`src/rtl/smult_mac_acc.sv`:
```
// Signed multiply-accumulate stage: sums a frame of signed products into a wider
// accumulator with optional saturation. Emits one result per frame over valid/ready.
module smult_mac_acc #(
  parameter int PROD_W    = 16,
  parameter int ACC_W     = 24,
  parameter int MAX_TERMS = 16,
  parameter int SATURATE  = 1
) (
  input  logic                                 clk,
  input  logic                                 rst_n,
  input  logic                                 in_valid,
  output logic                                 in_ready,
  input  logic signed [PROD_W-1:0]             prod,
  input  logic                                 in_last,
  output logic                                 out_valid,
  input  logic                                 out_ready,
  output logic signed [ACC_W-1:0]              acc_out,
  output logic [$clog2(MAX_TERMS+1)-1:0]       out_count,
  output logic                                 ovf
);

  localparam int CW = $clog2(MAX_TERMS+1);
  localparam logic [CW-1:0] MAX_CNT = CW'(MAX_TERMS);

  typedef enum logic {ACCUM, DONE} state_t;

  state_t                  state;
  logic signed [ACC_W-1:0] acc;
  logic [CW-1:0]           count;
  logic                    ovf_q;

  logic                    accept;
  logic [ACC_W:0]          sum;
  logic                    sum_ovf;
  logic [ACC_W-1:0]        acc_next;
  logic [CW-1:0]           count_inc;
  logic                    close;

  // Sum at ACC_W+1 bits; the top two bits disagreeing means the result left the ACC_W range.
  always_comb begin
    accept    = in_valid && in_ready;
    sum       = {acc[ACC_W-1], acc} + {{(ACC_W+1-PROD_W){prod[PROD_W-1]}}, prod};
    sum_ovf   = sum[ACC_W] ^ sum[ACC_W-1];
    acc_next  = sum[ACC_W-1:0];
    if (sum_ovf && (SATURATE != 0)) begin
      acc_next = sum[ACC_W] ? {1'b1, {(ACC_W-1){1'b0}}} : {1'b0, {(ACC_W-1){1'b1}}};
    end
    count_inc = count + 1'b1;
    close     = in_last || (count_inc == MAX_CNT);
  end

  always_ff @(posedge clk) begin
    if (!rst_n) begin
      state     <= ACCUM;
      acc       <= '0;
      count     <= '0;
      ovf_q     <= 1'b0;
      in_ready  <= 1'b1;
      out_valid <= 1'b0;
    end else begin
      case (state)
        ACCUM: begin
          if (accept) begin
            acc   <= acc_next;
            count <= count_inc;
            if (sum_ovf) ovf_q <= 1'b1;
            if (close) begin
              state     <= DONE;
              in_ready  <= 1'b0;
              out_valid <= 1'b1;
            end
          end
        end
        DONE: begin
          if (out_ready) begin
            state     <= ACCUM;
            acc       <= '0;
            count     <= '0;
            ovf_q     <= 1'b0;
            in_ready  <= 1'b1;
            out_valid <= 1'b0;
          end
        end
        default: begin
          state     <= ACCUM;
          in_ready  <= 1'b1;
          out_valid <= 1'b0;
        end
      endcase
    end
  end

  always_comb begin
    acc_out   = acc;
    out_count = count;
    ovf       = ovf_q;
  end

endmodule
```
`config.mk`:
```
export PLATFORM = sky130hd
export DESIGN_NAME = smult_mac_acc
export DESIGN_NICKNAME = d
export VERILOG_FILES = /design/src/rtl/smult_mac_acc.sv
export SDC_FILE = /design/constraint.sdc
export NUM_CORES = 1
export LEC_CHECK = 0
export CAP_MARGIN = 20
export CORE_MARGIN = 2
export CORE_UTILIZATION = 50
export CTS_CLUSTER_SIZE = 40
export DETAILED_ROUTE_END_ITERATION = 10
export GPL_TIMING_DRIVEN = 1
export PLACE_DENSITY = 0.8
export SYNTH_ARGS = -nofsm -noshare
export SYNTH_HDL_FRONTEND = slang
export SYNTH_SLANG_ARGS = --single-unit
```
`constraint.sdc`:
```
create_clock -name clk -period 8.3 [get_ports clk]
set_input_delay 0.83 -clock clk [delete_from_list [all_inputs] [get_ports clk]]
set_output_delay 0.83 -clock clk [all_outputs]
set_load 0.02 [all_outputs]
```
==> out/qor.txt, run 1 <==
outcome -> finished, final reports clean
gr usage total -> 25.33%
Initial Util -> 52.64%
P_sw -> 0.3489 mW
critical path required time -> 8500 ps
final RePlAce weighted congestion -> 0.9744
Num CTS Buffers -> 5
Slew headroom -> 44.76%
worst r2r src -> acc_out[0]$_SDFFE_PN0P_
register share of total power -> 26.3%
Cell Count Post-Placement -> 456
layout cells sized above 1 -> 4.822%
Clock Latency Late Sink -> 300 ps
synthesized cell area -> 2723 µm²
Top FF cell, synth -> dfxtp_1
Combinational Power Share -> 53.8%
Avg Cell Area, Syn -> 7.757 µm²
WS Path Type -> input port to register
first-pass GRT wire length -> 12440 µm
library cells used by synthesis -> 52
CP Capture Type -> register
Fmax -> 0.2433 GHz
Core Footprint -> 5172 µm²
max cap viols -> 0
CTS tree -> built
sequential fraction of the synthesis area -> 24.26%
Slowest-stage cell, CP -> clkdlybuf4s50_1
vias per cell -> 6.157
site row count -> 26
Ys Warns -> 0
post-CTS setup buffer count -> 0
final setup vio count -> 0
Die W -> 77.79 µm
Root Driver -> clkbuf_8
Max Root-Sink Buffers -> 2
initial antenna violation count -> 0
worst hold path type -> register to register
largest net degree at the start of global routing -> 21
DIE HEIGHT -> 77.79 µm
I/O Buffers -> 52
Area Overhead vs Synth -> 23.85%
CP max stage delay -> 630 ps
WP data arrival -> 4310 ps
CP startpoint kind -> input port
diode count -> 0
Hold-fix buffers, CTS -> 0
max-slew violations -> 0
H-tree levels -> 2
Syn Inst Count -> 351
area leader, netlist -> dfxtp_1
grt ovf -> 0
R2R Setup Slk -> 4950 ps
Worst R2R Path Depth -> 9
EDFF count, synth -> 0
Max Fanout on Critical Path -> 17
WHS Path Cells -> 2
CTS sink count -> 33
Net Sw Frac -> 43.38%
largest cells by area after synthesis -> dfxtp_1, ha_1, a21oi_1, nand2_1, xor2_1
Min-Delay Endpoint -> acc_out[6]$_SDFFE_PN0P_
power per cell area -> 238.5 nW/µm²
min cycle time layout -> 4109 ps
number of global-route vias before repair -> 2643
hpwl dp -> 5547 µm
post-synthesis async set-or-reset flop share -> 0%
Routed Antenna Nets -> 0
routed len/inst -> 16.32 µm
syn nets -> 398
post_cts resized -> 0
fin cells -> 464
leak pwr -> 1.304 nW
most instantiated library cell after synthesis -> a21oi_1
Tcrit/Tclk final -> 49.51%
Clock Power Share -> 19.9%
share of Yosys cell area claimed by the top area cell type -> 24.26%
Min-Delay Startpoint -> acc_out[6]$_SDFFE_PN0P_
clk slew on worst S/H paths -> 80 ps
via count -> 2857
flops & latches, synth -> 33
# IOs -> 53
WL final -> 7571 µm
Detailed Routing Iterations Pass 1 -> 5
actual slew at the worst max-slew pin -> 826.2 ps
Final Hold Vio Count -> 0
Setup TNS -> 0 ps
DR iter-0 viols -> 220
Die ar. -> 6051 µm²
RR Endpoint -> acc_out[15]$_SDFFE_PN0P_
Fin Hold WS -> 471.1 ps
Total Nets Final -> 440
RSZ-0062 raised after global routing -> no
most common library cells after synthesis -> a21oi_1, nand2_1, dfxtp_1
Post-route DRC -> 0
Pint -> 0.4553 mW
Fin Clk Skew -> 9.601 ps
maximum VDD drop -> 117.7 µV
CP Cell Sequence -> clkdlybuf4s50_1 > ha_1 > a211o_1 > a21oi_1 > nand2_1 > a41oi_1 > a211o_1 > nand2_1 > a221oi_1
## flip-flops by register name (all words and copies together) (netlist names)
| name | cells |
|---|---|
| acc_out | 24 |
| out_valid | 1 |
| state | 1 |
| in_ready | 1 |
| out_count | 5 |
| ovf | 1 |
## layer usage
metal	wire (µm)	GRT usage, %	up-vias
met1	3469	32.97	1324
li1	-	-	1417
met4	146	8.214	0
met5	0	0	-
met3	437	5.581	14
met2	3518	41.47	102
## layout make-up
cell class | instances | area, µm²
fillers | 445 | 1800
inverters | 4 | 15.01
clock inverters | 3 | 46.29
clock buffers | 5 | 68.82
well taps | 70 | 87.58
repair buffers | 53 | 528.0
flip-flops and latches | 33 | 660.6
multi-input cells | 296 | 1966
## cells by family after synthesis
family,count (synthesis),synth area share [%]
AO/OA/AOI/OAI,150,35.57
XOR/XNOR,20,6.434
AND/OR/NAND/NOR,100,17.97
adder cells (fa/ha/maj),26,12.22
buffers and inverters,22,3.538
flip-flops,33,24.26
## cell usage in the layout, fill, tap and decap left out, drive strengths merged, types with 5 or more instances in the layout
cell type,n
a21oi,56
a221oi,10
a31oi,7
and2,5
clkbuf,5
clkdlybuf4s50,52
dfxtp,33
ha,25
nand2,41
nand3,9
nand4,10
nor2,17
nor3,5
o21a,5
o21ai,35
o31ai,5
xnor2,9
xor2,11
## how the worst max path moves through the flow
stage	from	to
after floorplan	prod[0]	acc_out[21]$_SDFFE_PN0P_
after global placement	prod[15]	acc_out[3]$_SDFFE_PN0P_
after detailed placement	prod[15]	acc_out[15]$_SDFFE_PN0P_
after CTS	prod[15]	acc_out[15]$_SDFFE_PN0P_
after global routing	prod[15]	acc_out[12]$_SDFFE_PN0P_
final	prod[15]	acc_out[15]$_SDFFE_PN0P_
## power by group through the flow
stage / clock (mW) / sequential, mW / combinational [mW]
2_1_floorplan: 0 / 0.242 / 0.270
3_3_place_gp: 0 / 0.214 / 0.421
3_5_place_dp: 0 / 0.215 / 0.423
4_1_cts: 0.159 / 0.211 / 0.427
5_1_grt: 0.165 / 0.215 / 0.478
6_report: 0.160 / 0.211 / 0.433
## through the flow
stage / setup WS (ps) / util (%) / instance area, µm² / power [mW]
global route: 3909 / 65.19 / 3372 / 0.8580
global placement: 4121 / 62.97 / 3257 / 0.6349
finish: 4191 / 65.19 / 3372 / 0.8042
detailed placement: 3931 / 62.97 / 3257 / 0.6385
floorplan: 5105 / - / 2723 / 0.5119
CTS: 4222 / 65.19 / 3372 / 0.7982
## critical path, delay by kind of cell
kind / cells / cell delay [ps]
buffers and inverters: 1 / 630
AO/OA/AOI/OAI: 5 / 1900
AND/OR/NAND/NOR: 2 / 420
adder cells (fa/ha/maj): 1 / 530
No activity file was read; power rests on OpenSTA's default activity.
==> run 2: changes to the inputs <==
==> constraint.sdc (replaced) <==
create_clock -name clk -period 3.86 [get_ports clk]
set_input_delay 0.386 -clock clk [delete_from_list [all_inputs] [get_ports clk]]
set_output_delay 0.386 -clock clk [all_outputs]
set_load 0.02 [all_outputs]
==> run 2 against run 1 <==
Die area is the same. Critical path type unchanged. Via count grew 0.56%. Critical endpoint is now acc_out[18]$_SDFFE_PN0P_. Combinational power grew 120%.
==> out/qor.txt, run 2 (synthesis results as in run 1) <==
outcome -> finished, final reports clean (unchanged)
Clock Latency Late Sink -> 280 ps (was 300 ps)
Max Root-Sink Buffers -> 2 (unchanged)
final RePlAce weighted congestion -> 0.9719 (was 0.9744)
Hold-fix buffers, CTS -> 0 (unchanged)
worst hold path type -> register to register (unchanged)
Slew headroom -> 63.29% (was 44.76%)
CP Cell Sequence -> clkdlybuf4s50_1 > ha_1 > a21oi_1 > o21ai_1 > a32o_1 > a21oi_1 > or4b_4 > nand4_2 > a22oi_1 (was clkdlybuf4s50_1 > ha_1 > a211o_1 > a21oi_1 > nand2_1 > a41oi_1 > a211o_1 > nand2_1 > a221oi_1)
Slowest-stage cell, CP -> clkdlybuf4s50_1 (unchanged)
DIE HEIGHT -> 77.79 µm (unchanged)
Fin Hold WS -> 470.1 ps (was 471.1 ps)
leak pwr -> 1.313 nW (was 1.304 nW)
# fillers -> 457 (was 445)
clk slew on worst S/H paths -> 70 ps (was 80 ps)
post_cts resized -> 0 (unchanged)
commonest cells after routing, fill and taps aside -> a21oi_1, clkdlybuf4s50_1, nand2_1 (unchanged)
Final WS setup -> 588.7 ps (was 4191 ps)
final setup vio count -> 0 (unchanged)
I/O Buffers -> 52 (unchanged)
Detailed Routing Iterations Pass 1 -> 5 (unchanged)
max cap viols -> 0 (unchanged)
RSZ-0062 raised after global routing -> no (unchanged)
Root Driver -> clkbuf_8 (unchanged)
# IOs -> 53 (unchanged)
Num CTS Buffers -> 5 (unchanged)
DR iter-0 viols -> 195 (was 220)
Setup TNS -> 0 ps (unchanged)
Post-route DRC -> 0 (unchanged)
max reg flops -> 24 (unchanged)
critical path required time -> 4010 ps (was 8500 ps)
FF/Latch Area -> 660.6 µm² (unchanged)
routed len/inst -> 16.16 µm (was 16.32 µm)
WS Path Type -> input port to register (unchanged)
first-pass GRT wire length -> 12480 µm (was 12440 µm)
max-slew violations -> 0 (unchanged)
Tcrit/Tclk final -> 84.75%
WP data arrival -> 3420 ps (was 4310 ps)
CP Capture Type -> register (unchanged)
gr usage total -> 25.18% (was 25.33%)
grt ovf -> 0 (unchanged)
Core Footprint -> 5172 µm² (unchanged)
WL final -> 7529 µm (was 7571 µm)
maximum VDD drop -> 264.5 µV (was 117.7 µV)
hpwl dp -> 5813 µm (was 5547 µm)
CTS tree -> built (unchanged)
Die W -> 77.79 µm (unchanged)
H-tree levels -> 2 (unchanged)
via count -> 2873 (was 2857)
Fmax -> 0.3057 GHz
CP max stage delay -> 620 ps (was 630 ps)
CP startpoint kind -> input port (unchanged)
Total Nets Final -> 442 (was 440)
power per cell area -> 499.1 nW/µm² (was 238.5 nW/µm²)
Top cell by count, worst path -> a21oi_1
Total Power -> 1.684 mW (was 0.8042 mW)
largest net degree at the start of global routing -> 20 (was 21)
diode count -> 0 (unchanged)
Final Hold Vio Count -> 0 (unchanged)
vias per cell -> 6.165 (was 6.157)
layout cells sized above 1 -> 5.303% (was 4.822%)
Fin Clk Skew -> 5.861 ps (was 9.601 ps)
site row count -> 26 (unchanged)
min cycle time layout -> 3271 ps
area of the multi-input gates -> 1966 µm² (unchanged)
setup slack at placement -> 331.1 ps (was 3931 ps)
Initial Util -> 52.64% (unchanged)
CTS sink count -> 33 (unchanged)
most common cell after layout, fill and taps aside -> a21oi_1 (unchanged)
Area Overhead vs Synth -> 23.90% (was 23.85%)
post-CTS setup buffer count -> 0 (unchanged)
Routed Antenna Nets -> 0 (unchanged)
actual slew at the worst max-slew pin -> 550.7 ps (was 826.2 ps)
Die ar. -> 6051 µm² (unchanged)
initial antenna violation count -> 0 (unchanged)
number of global-route vias before repair -> 2614 (was 2643)
Max Fanout on Critical Path -> 15 (was 17)
-- run 2: cell types whose count changed in the layout (fill, tap and decap cells not counted) --
cell,before,now
clkinv_4,1,0
clkinvlp_4,1,0
clkinv_2,0,1
buf_4,1,3
bufinv_16,1,0
clkbuf_8,5,7
-- run 2: metrics by stage --
stage | area, µm² | instances | util [%]
finish | 3373 | 466 | 65.22
detailed placement | 3272 | 458 | 63.26
CTS | 3373 | 466 | 65.22
global placement | 3272 | 458 | 63.26
floorplan | 2723 | 351 | -
global route | 3373 | 466 | 65.22
-- run 2: final cells by class --
class,instances,share of cell area [%]
sequential,33,19.58
clock inverter,1,0.1484
timing repair buffer,55,16.10
tap,70,2.596
clock buffer,7,2.856
multi-input combinational,296,58.27
inverter,4,0.4451
-- run 2: where the power goes --
group,internal (mW),switching (mW)
Sequential,0.399,0.0583
Combinational,0.392,0.548
Clock,0.161,0.125
-- run 2: critical path, delay by kind of cell --
family | cells | cell delay, ps
fa+ha+maj | 1 | 510
compound gates | 5 | 1080
buf+inv | 1 | 620
simple gates | 2 | 810
-- run 2: final timing paths --
path / start / end / slack (ps) / cells past startpoint
max: prod[15] / acc_out[18]$_SDFFE_PN0P_ / 590 / 9
min: acc_out[8]$_SDFFE_PN0P_ / acc_out[8]$_SDFFE_PN0P_ / 470 / 2
max reg2reg: acc_out[0]$_SDFFE_PN0P_ / acc_out[18]$_SDFFE_PN0P_ / 880 / 9
min reg2reg: acc_out[8]$_SDFFE_PN0P_ / acc_out[8]$_SDFFE_PN0P_ / 470 / 2
-- run 2: per-layer routing --
layer	share of wire [%]	track usage (%)	wire length, µm	up-vias
li1	-	-	-	1418
met1	48	36.21	3629	1334
met2	45	38.88	3378	113
met3	6.0	4.535	455	8
met4	0.86	5.893	65	0
met5	0	0	0	-
